==> config.mk <==
export PLATFORM = sky130hd
export DESIGN_NAME = face_display_scheduler
export DESIGN_NICKNAME = d
export VERILOG_FILES = /design/src/rtl/face_pkg.sv /design/src/rtl/face_event_fifo.sv /design/src/rtl/face_display_scheduler.sv
export SDC_FILE = /design/constraint.sdc
export NUM_CORES = 1
export LEC_CHECK = 0
export ABC_CLOCK_PERIOD_IN_PS = 3300
export BUFFER_PORTS_ARGS = -buffer_cell sky130_fd_sc_hd__buf_2
export CELL_PAD_IN_SITES_DETAIL_PLACEMENT = 2
export CELL_PAD_IN_SITES_GLOBAL_PLACEMENT = 2
export CORE_UTILIZATION = 30
export CTS_BUF_LIST = sky130_fd_sc_hd__clkbuf_4 sky130_fd_sc_hd__clkbuf_8 sky130_fd_sc_hd__clkbuf_16
export DETAILED_ROUTE_END_ITERATION = 12
export GPL_TIMING_DRIVEN = 1
export PLACE_DENSITY = 0.79
export SETUP_SLACK_MARGIN = 0.5
export SLEW_MARGIN = 20
export SYNTH_ARGS = -nofsm -noshare
export SYNTH_HDL_FRONTEND = slang
export SYNTH_HIERARCHICAL = 1
export SYNTH_SLANG_ARGS = --single-unit
==> constraint.sdc <==
create_clock -name clk -period 3.3 [get_ports clk]
set_input_delay 0 -clock clk [delete_from_list [all_inputs] [get_ports clk]]
set_output_delay 0 -clock clk [all_outputs]
set_load 0.01 [all_outputs]
==> src/rtl/face_pkg.sv <==
// Shared types and constants for the face display scheduler.
// Face codes, FSM states, segment patterns (active-low, gfedcba).
package face_pkg;

    typedef enum logic [1:0] {
        HAPPY     = 2'b01,
        SAD       = 2'b10,
        SURPRISED = 2'b11
    } face_e;

    typedef enum logic [1:0] {
        IDLE = 2'b00,
        SHOW = 2'b01,
        GAP  = 2'b10
    } state_e;

    localparam logic [6:0] EYES            = 7'b0011100;
    localparam logic [6:0] MOUTH_HAPPY     = 7'b1100011;
    localparam logic [6:0] MOUTH_SAD       = 7'b0101011;
    localparam logic [6:0] MOUTH_SURPRISED = 7'b0100011;
    localparam logic [6:0] SEG_BLANK       = 7'b1111111;

    function automatic logic [6:0] mouth_of(input face_e f);
        logic [6:0] m;
        case (f)
            SAD:       m = MOUTH_SAD;
            SURPRISED: m = MOUTH_SURPRISED;
            default:   m = MOUTH_HAPPY;
        endcase
        return m;
    endfunction

endpackage

==> src/rtl/face_event_fifo.sv <==
// Small FIFO of pending 2-bit face codes.
// Ports: clk, rst, push/din, pop/dout, flush, full, empty.
module face_event_fifo #(
    parameter int DEPTH = 4
) (
    input  logic       clk,
    input  logic       rst,
    input  logic       push,
    input  logic       pop,
    input  logic       flush,
    input  logic [1:0] din,
    output logic       full,
    output logic       empty,
    output logic [1:0] dout
);

    localparam int AW = $clog2(DEPTH);

    logic [1:0]  r_mem [DEPTH];
    logic [AW-1:0] r_wptr;
    logic [AW-1:0] r_rptr;
    logic [AW:0]   r_count;
    logic          w_do_push;
    logic          w_do_pop;

    assign full  = (r_count == (AW+1)'(DEPTH));
    assign empty = (r_count == '0);
    assign dout  = r_mem[r_rptr];

    // A pop in the same cycle frees the slot a full-FIFO push needs.
    assign w_do_pop  = pop & ~empty;
    assign w_do_push = push & (~full | w_do_pop);

    always_ff @(posedge clk) begin
        if (rst || flush) begin
            r_wptr  <= '0;
            r_rptr  <= '0;
            r_count <= '0;
        end else begin
            if (w_do_push) r_wptr <= r_wptr + 1'b1;
            if (w_do_pop)  r_rptr <= r_rptr + 1'b1;
            case ({w_do_push, w_do_pop})
                2'b10:   r_count <= r_count + 1'b1;
                2'b01:   r_count <= r_count - 1'b1;
                default: r_count <= r_count;
            endcase
        end
    end

    always_ff @(posedge clk) begin
        if (!rst && !flush && w_do_push)
            r_mem[r_wptr] <= din;
    end

endmodule

==> src/rtl/face_display_scheduler.sv <==
// Queues face requests and plays each on the 2-digit display.
// In: clk, rst, newHighScore, levelUp, died, gameHex1/0.
// Out: hex1/0, showFace, busy, dropped.
module face_display_scheduler
    import face_pkg::*;
#(
    parameter int HOLD_CYCLES = 50_000_000,
    parameter int GAP_CYCLES  = 5_000_000,
    parameter int QUEUE_DEPTH = 4
) (
    input  logic       clk,
    input  logic       rst,
    input  logic       newHighScore,
    input  logic       levelUp,
    input  logic       died,
    input  logic [6:0] gameHex1,
    input  logic [6:0] gameHex0,
    output logic [6:0] hex1,
    output logic [6:0] hex0,
    output logic       showFace,
    output logic       busy,
    output logic       dropped
);

    localparam int HG =
        (HOLD_CYCLES > GAP_CYCLES) ? HOLD_CYCLES : GAP_CYCLES;
    localparam int T_MAX = (HG > 2) ? HG : 2;
    localparam int TW    = $clog2(T_MAX);

    localparam logic [TW-1:0] HOLD_LOAD = TW'(HOLD_CYCLES - 1);
    localparam logic [TW-1:0] GAP_LOAD  =
        (GAP_CYCLES > 0) ? TW'(GAP_CYCLES - 1) : '0;

    state_e        r_state;
    state_e        w_state_nxt;
    logic [TW-1:0] r_timer;
    logic [TW-1:0] w_timer_nxt;
    face_e         r_face;
    face_e         w_face_nxt;

    logic       w_win_hs;
    logic       w_win_lu;
    logic       w_lose;
    logic       w_push_req;
    logic [1:0] w_req_face;
    logic       w_pop;
    logic       w_full;
    logic       w_empty;
    logic [1:0] w_dout;
    logic       w_drop;

    logic [6:0] r_hex1;
    logic [6:0] r_hex0;
    logic       r_show;
    logic       r_dropped;
    logic [6:0] w_hex1_nxt;
    logic [6:0] w_hex0_nxt;
    logic       w_show_nxt;

    // Priority died > newHighScore > levelUp; every loser is a drop.
    assign w_win_hs   = newHighScore & ~died;
    assign w_win_lu   = levelUp & ~died & ~newHighScore;
    assign w_lose     = (died & (newHighScore | levelUp))
                      | (newHighScore & levelUp);
    assign w_push_req = w_win_hs | w_win_lu;
    assign w_req_face = w_win_hs ? HAPPY : SURPRISED;
    assign w_drop     = w_lose | (w_push_req & w_full & ~w_pop);

    face_event_fifo #(
        .DEPTH (QUEUE_DEPTH)
    ) u_fifo (
        .clk   (clk),
        .rst   (rst),
        .push  (w_push_req),
        .pop   (w_pop),
        .flush (died),
        .din   (w_req_face),
        .full  (w_full),
        .empty (w_empty),
        .dout  (w_dout)
    );

    always_ff @(posedge clk) begin
        if (rst) begin
            r_state <= IDLE;
            r_timer <= '0;
            r_face  <= HAPPY;
        end else begin
            r_state <= w_state_nxt;
            r_timer <= w_timer_nxt;
            r_face  <= w_face_nxt;
        end
    end

    always_comb begin
        w_state_nxt = r_state;
        w_timer_nxt = r_timer;
        w_face_nxt  = r_face;
        w_pop       = 1'b0;
        if (died) begin
            // Preempts any state, including a SAD already showing.
            w_state_nxt = SHOW;
            w_timer_nxt = HOLD_LOAD;
            w_face_nxt  = SAD;
        end else begin
            unique case (r_state)
                IDLE: begin
                    if (!w_empty) begin
                        w_pop       = 1'b1;
                        w_state_nxt = SHOW;
                        w_timer_nxt = HOLD_LOAD;
                        w_face_nxt  = face_e'(w_dout);
                    end
                end
                SHOW: begin
                    if (r_timer != '0) begin
                        w_timer_nxt = r_timer - 1'b1;
                    end else if (GAP_CYCLES == 0) begin
                        w_state_nxt = IDLE;
                    end else begin
                        w_state_nxt = GAP;
                        w_timer_nxt = GAP_LOAD;
                    end
                end
                GAP: begin
                    if (r_timer != '0)
                        w_timer_nxt = r_timer - 1'b1;
                    else
                        w_state_nxt = IDLE;
                end
                default: begin
                    w_state_nxt = IDLE;
                    w_timer_nxt = '0;
                end
            endcase
        end
    end

    always_comb begin
        w_show_nxt = 1'b0;
        w_hex1_nxt = gameHex1;
        w_hex0_nxt = gameHex0;
        if (r_state == SHOW) begin
            w_show_nxt = 1'b1;
            w_hex1_nxt = EYES;
            w_hex0_nxt = mouth_of(r_face);
        end
    end

    always_ff @(posedge clk) begin
        if (rst) begin
            r_hex1    <= SEG_BLANK;
            r_hex0    <= SEG_BLANK;
            r_show    <= 1'b0;
            r_dropped <= 1'b0;
        end else begin
            r_hex1    <= w_hex1_nxt;
            r_hex0    <= w_hex0_nxt;
            r_show    <= w_show_nxt;
            r_dropped <= w_drop;
        end
    end

    assign hex1     = r_hex1;
    assign hex0     = r_hex0;
    assign showFace = r_show;
    assign dropped  = r_dropped;
    assign busy     = (r_state != IDLE) | ~w_empty;

endmodule

# After elaboration in Yosys (flattened, before gate mapping)
# Memory sizes are Yosys's and may differ from the RTL's. A register that Yosys moved wholly into a read port is not among the register bits.
# Cells that the tools add are included.
dict set report word_totals {
  regBits 53
  latchBits 0
  ramBits 8
  romBits 0
  input_bits 19
  out_inout_bits 17
  word_cells 99
  n_memories 1
}
# name words width read_ports rd_clocked_by_memory_dff write_ports line
set memory_table {}
lappend memory_table {u_fifo.r_mem 4 2 1 1 1 face_event_fifo.sv:19} ;# logic [1:0] r_mem [DEPTH];
dict set report op_classes {
  n_addsub 5
  multipliers 0
  n_div 0
  order_cmp 0
  n_eq_ne 16
  n_shift 0
  mux 26
  bitwise 20
  n_reduce_logical 18
}
# cell count
set op_table {}
lappend op_table {{two-way mux 26 bit} 4}
lappend op_table {{one-hot mux 26 bit (3 select lines)} 1}
lappend op_table {{nonzero test 26 bit} 1}
lappend op_table {{subtractor 26 x 1 -> 26 bit (second input constant)} 1}
lappend op_table {{two-way mux 2 bit} 9}
lappend op_table {{two-way mux 7 bit} 2}
lappend op_table {{one-hot mux 7 bit (2 select lines)} 1}
lappend op_table {{inequality test 3 bit (second input constant)} 4}
lappend op_table {{inequality test 2 bit (second input constant)} 5}
lappend op_table {{bitwise AND 1 bit} 9}
lappend op_table {{equality test 2 bit (second input constant)} 4}
lappend op_table {{two-way mux 1 bit} 7}
lappend op_table {{OR 1 bit} 6}
lappend op_table {{one-hot mux 2 bit (3 select lines)} 1}
lappend op_table {{one-hot mux 3 bit (2 select lines)} 1}
lappend op_table {{AND reduction 2 bit} 3}
lappend op_table {{AND reduction 3 bit} 2}
lappend op_table {{nonzero test 2 bit} 3}
lappend op_table {{inverter 1 bit} 5}
lappend op_table {{adder 2 x 1 -> 2 bit (second input constant)} 2}
lappend op_table {{equality test 2 x 1 -> 1 bit (second input constant)} 2}
lappend op_table {{OR reduction 2 bit} 2}
lappend op_table {{adder 3 x 1 -> 3 bit (second input constant)} 1}
lappend op_table {{equality test 3 bit (second input constant)} 1}
lappend op_table {{6 further kinds} 8}

# Longest topological paths before layout
dict set report logic_depth {
  word_depth 10
  depth_mapped 12
  mapped_depth_nobuf 9
}

# By module
# The synthesis kept the hierarchy.
# module instances cells_each area_each_um2 seq_area_each_um2
set by_module_without_submodules {}
lappend by_module_without_submodules {face_display_scheduler 1 299 2384.8 920.9}
lappend by_module_without_submodules {face_event_fifo 1 77 889.6 420.4}

# Least setup slack after synthesis
# No wires, ideal clock.
dict set report synth_timing {
  path_kind {register to register}
  start {reg u_fifo.r_count[1]}
  end {reg u_fifo.r_count[2]}
  setup_ns 0.067
  arrival_ns 2.733
  required_ns 3.233
  setup_slack_ns 0.500
  stages_incl_launch_ff 13
  n_path_buf 3
  period_less_slack_ns 2.800
  path_cell_list {dfxtp_1 buf_2 nor3_1 or3_1 clkbuf_1 nor2_1 buf_6 o31ai_1 nand2b_1 fa_1 or4b_1 o311a_1 a21oi_2}
}
dict set report synth_between {
  elab_chain_len 9
  elab_cells_between_ends 16
  classes_between {add/sub: 2; eq/ne: 3; mux: 4; bitwise: 5; reduce/logical: 2}
}
# element line
set synth_lines {}
lappend synth_lines {{from (decl)} face_event_fifo.sv:22} ;# logic [AW:0] r_count;
lappend synth_lines {{from (signal assigned)} face_event_fifo.sv:43} ;# 2'b10: r_count <= r_count + 1'b1;
lappend synth_lines {{from (signal assigned)} face_event_fifo.sv:44} ;# 2'b01: r_count <= r_count - 1'b1;
lappend synth_lines {{from (signal assigned)} face_event_fifo.sv:45} ;# default: r_count <= r_count;
lappend synth_lines {{logical NOT 3 bit *} face_event_fifo.sv:27} ;# assign empty = (r_count == '0);
lappend synth_lines {{net w_empty} face_display_scheduler.sv:48} ;# logic w_empty;
lappend synth_lines {{two-way mux 1 bit *} face_display_scheduler.sv:108} ;# if (!w_empty) begin
lappend synth_lines {{two-way mux 1 bit *} face_display_scheduler.sv:106} ;# unique case (r_state)
lappend synth_lines {{two-way mux 1 bit *} face_display_scheduler.sv:100} ;# if (died) begin
lappend synth_lines {{net w_pop} face_display_scheduler.sv:46} ;# logic w_pop;
lappend synth_lines {{bitwise AND 1 bit *} face_event_fifo.sv:31} ;# assign w_do_pop = pop & ~empty;
lappend synth_lines {{OR 1 bit} face_event_fifo.sv:32} ;# assign w_do_push = push & (~full | w_do_pop);
lappend synth_lines {{bitwise AND 1 bit} face_event_fifo.sv:32}
lappend synth_lines {{equality test 2 x 1 -> 1 bit / equality test 2 bit (equally long branches)} face_event_fifo.sv:42} ;# case ({w_do_push, w_do_pop})
lappend synth_lines {{one-hot mux 3 bit (2 select lines) / nonzero test 2 bit (equally long branches)} --}
# The timed path passes the listed nets; every way through them passes the cells marked *.
# A chain may end at the register's enable or synchronous reset.

# Worst setup path in the final report
dict set report layout_timing {
  start {reg r_timer[0]}
  end {reg r_timer[18]}
}
dict set report layout_between {
  elab_chain_len 3
  elab_cells_between_ends 7
  classes_between {add/sub: 1; eq/ne: 1; mux: 3; reduce/logical: 2}
}
# element line
set layout_lines {}
lappend layout_lines {{from (decl)} face_display_scheduler.sv:36} ;# logic [TW-1:0] r_timer;
lappend layout_lines {{from (signal assigned)} face_display_scheduler.sv:90} ;# r_timer <= w_timer_nxt;
lappend layout_lines {{subtractor 26 x 1 -> 26 bit / nonzero test 26 bit (equally long branches)} --}
lappend layout_lines {{two-way mux 26 bit (tied with other cells)} face_display_scheduler.sv:126} ;# if (r_timer != '0)
lappend layout_lines {{one-hot mux 26 bit (3 select lines) / AND reduction 2 bit (equally long branches)} --}
# Several ways; a longest one is shown, not always the timed one. The select of a mux whose other input is x is not followed.

==> out/metrics.yaml <==
leakage_nw: 1.495
cts_max_level: 3
seq_area_frac_synth_pct: 40.96
setup_viol: 0
clk_latency_ns: 0.37
r2r_slack_ns: 0.62
drt-initial-drc-count: 114
maxSlewViolCount: 0
die_y_um: 106.5
finClkSkew_ns: 0.01847
layout_common_cells: "52 x dfxtp_1, 43 x nor2_1, 35 x buf_2"
period_share_pct: 81.28
portBuffers: 35
grt_pass1_vias: 3505
final_nets: 456
hold_class: "input port to flip-flop"
synth_edf_count: 8
crit_required_ns: 3.58
async_flop_share_pct: 0
r2r-end: "r_timer[18]$_SDFFE_PP0P_"
yosysTopAreaCellShare_pct: 33.63
p_per_area_nw_per_um2: 474.2
design_area_um2: 4010
die_area_um2: 11340
crit_arrival_ns: 2.96
grt_setup_unrepaired: "yes"
hpwl_um: 8198
antenna_found_initial: 0
tightest_slew_ns: 0.7520
ys.warnings.count: 6
critPathLaunchType: "flip-flop"
slew_headroom_pct: 49.87
tns_ns: 0
rr_worst_depth: 9
path_class: "flip-flop to flip-flop"
clk_pin_slew_ns: 0.08
synthToLayoutAreaGrowth_pct: 22.47
rows: 37
regArea_um2: 1348
ys_seq_elements: 63
synth_top_cell_by_area: "dfxtp_1"
grt_pass1_wl_um: 19760
wirelength_um: 12540
die_w_um: 106.5
final.min_clock_period_ns: 2.682
hold_viol: 0
total_power_mw: 1.902
status: "completed"
place.gp.congestion: 0.8128
cts_tree: "yes"
clock_sinks: 63
ir_worst_vdd_v: 0.0002172
stdcell_count: 572
cts_max_path_buffers: 2
track_usage_pct: 23.15
synthFlopType: "dfxtp_1"
r2r_start: "r_timer[0]$_SDFFE_PP0P_"
wl_per_cell_um: 21.92
fmax_mhz: 372.8
placed_cell_area_um2: 3617
root_buffer: "clkbuf_8"
first_pass_iters: 4
nFillCells: 1192
end_kind: "flip-flop"
multiInputGateArea_um2: 1807
worstHoldEndpoint: "dropped$_SDFF_PP0_"
synth_cell_type_count: 63
synth_area_um2: 3274
crit_fanout: 8
grt_start_max_net_pins: 38
viasPerCell: 5.544
vias: 3171
layout_commonest_cell: "dfxtp_1"
core_area_um2: 10460
start_util_pct: 31.30
netlist_instances: 376
drtAntennaViolNets: 0
dp.cells: 540
cts_inserted_buffers: 9
overflow: 0
io-pin-count: 36
synthTopCellsByArea: "dfxtp_1 34%, edfxtp_1 7.3%, nor2_1 5.0%"
min_path_cells: 3
syn_area_per_cell_um2: 8.708
hold_start: "levelUp"
cap_violations: 0
drc_errors: 0
drive_above_1_share_pct: 19.95
antenna_cells: 0
final cells by class:
class                   instances  area share, %
clock buffers                   9          3.089
clock inverters                 7          2.402
inverters                      12          1.123
multi-input cells             282          45.05
flip-flops and latches         63          33.60
well taps                     136          4.243
repair buffers                 63          10.48
per-stage QoR:
stage,hold slack (ns),worst slack [ns],utilization [%]
after CTS,0.002729,0.4337,38.05
after global placement,0.1851,0.5745,34.57
after floorplan,0.1023,0.5004,-
after detailed placement,0.1900,0.4342,34.57
final,0.003190,0.6179,38.33
after global routing,0.02132,0.4572,38.33
layer usage:
metal	routed length, um	track usage (%)	up-vias
met5	0	0	-
met4	405	10.37	0
met3	504	3.985	33
met2	6654	42.49	74
met1	4972	25.98	1574
li1	-	-	1490
state kept, by name (all words and copies together) (netlist names), named ones only:
name / cells
hex0: 7
r_state: 2
dropped: 1
showFace: 1
hex1: 7
u_fifo/r_count: 3
u_fifo/r_mem: 8
r_face: 2
r_timer: 26
u_fifo/r_rptr: 2
u_fifo/r_wptr: 2
Yosys cell counts, types with 2 or more instances:
| cell type | count |
|---|---|
| a211oi_1 | 7 |
| edfxtp_1 | 8 |
| or4b_1 | 2 |
| inv_1 | 12 |
| nand3b_1 | 3 |
| xor2_1 | 11 |
| o31ai_1 | 3 |
| a41oi_1 | 2 |
| and3_1 | 2 |
| o2111ai_1 | 2 |
| dfxtp_1 | 55 |
| nor3_1 | 21 |
| a211o_1 | 2 |
| nand4_1 | 2 |
| a21oi_1 | 22 |
| a31oi_1 | 9 |
| clkbuf_1 | 14 |
| o22ai_1 | 2 |
| nand2_1 | 18 |
| buf_2 | 5 |
| or2_2 | 2 |
| o21ba_2 | 3 |
| buf_6 | 2 |
| o21a_1 | 3 |
| a311oi_1 | 2 |
| nand2b_1 | 6 |
| or3_1 | 14 |
| o21ai_0 | 20 |
| o211ai_1 | 4 |
| a21o_1 | 6 |
| or4_1 | 4 |
| nor2_1 | 44 |
| nor3b_1 | 4 |
| nand3_1 | 9 |
| nor4_1 | 8 |
| mux4_2 | 2 |
| and2_1 | 7 |
| o311ai_0 | 2 |
| ha_1 | 5 |
| o21bai_1 | 3 |
| a221oi_1 | 2 |
how the worst max path moves through the flow:
stage | slack (ns) | to | start
finish | 0.62 | r_timer[18]$_SDFFE_PP0P_ | r_timer[0]$_SDFFE_PP0P_
global route | 0.46 | u_fifo/r_count[2]$_SDFFE_PP0P_ | u_fifo/r_count[2]$_SDFFE_PP0P_
CTS | 0.43 | u_fifo/r_count[2]$_SDFFE_PP0P_ | u_fifo/r_count[0]$_SDFFE_PP0P_
detailed placement | 0.43 | u_fifo/r_count[2]$_SDFFE_PP0P_ | u_fifo/r_count[0]$_SDFFE_PP0P_
global placement | 0.57 | u_fifo/r_count[2]$_SDFFE_PP0P_ | u_fifo/r_count[0]$_SDFFE_PP0P_
floorplan | 0.50 | u_fifo/r_count[2]$_SDFFE_PP0P_ | u_fifo/r_count[1]$_SDFFE_PP0P_
worst max-delay path: stages, from the launching register on:
cell     delay (ns)
dfxtp_1        0.34
inv_1          0.11
ha_1           0.25
nor4b_4        0.34
buf_4          0.19
nand2_4        0.08
or4_4          0.46
or3_1          0.34
or3_1          0.33
a21oi_1        0.18
report_power, final:
part	total, mW	switching [mW]	internal, mW
combinational	0.268	0.162	0.106
clock	0.779	0.352	0.426
sequential	0.855	0.0426	0.813
kinds of logic after synthesis:
group           synth area share, %
compound gates                20.83
xor+xnor                      2.942
fa+ha+maj                     2.522
buf+inv                       4.547
flops                         40.96
mux                           1.681
other cells                  0.1145
simple gates                  26.40
what timing repair did:
item	in CTS	in global routing
hold endpoints to repair	14	0
resized for setup	4	5
hold buffers	14	0
endpoints found under the setup margin	7	9
setup buffers	0	2
Power figures use the tool's default switching activity.
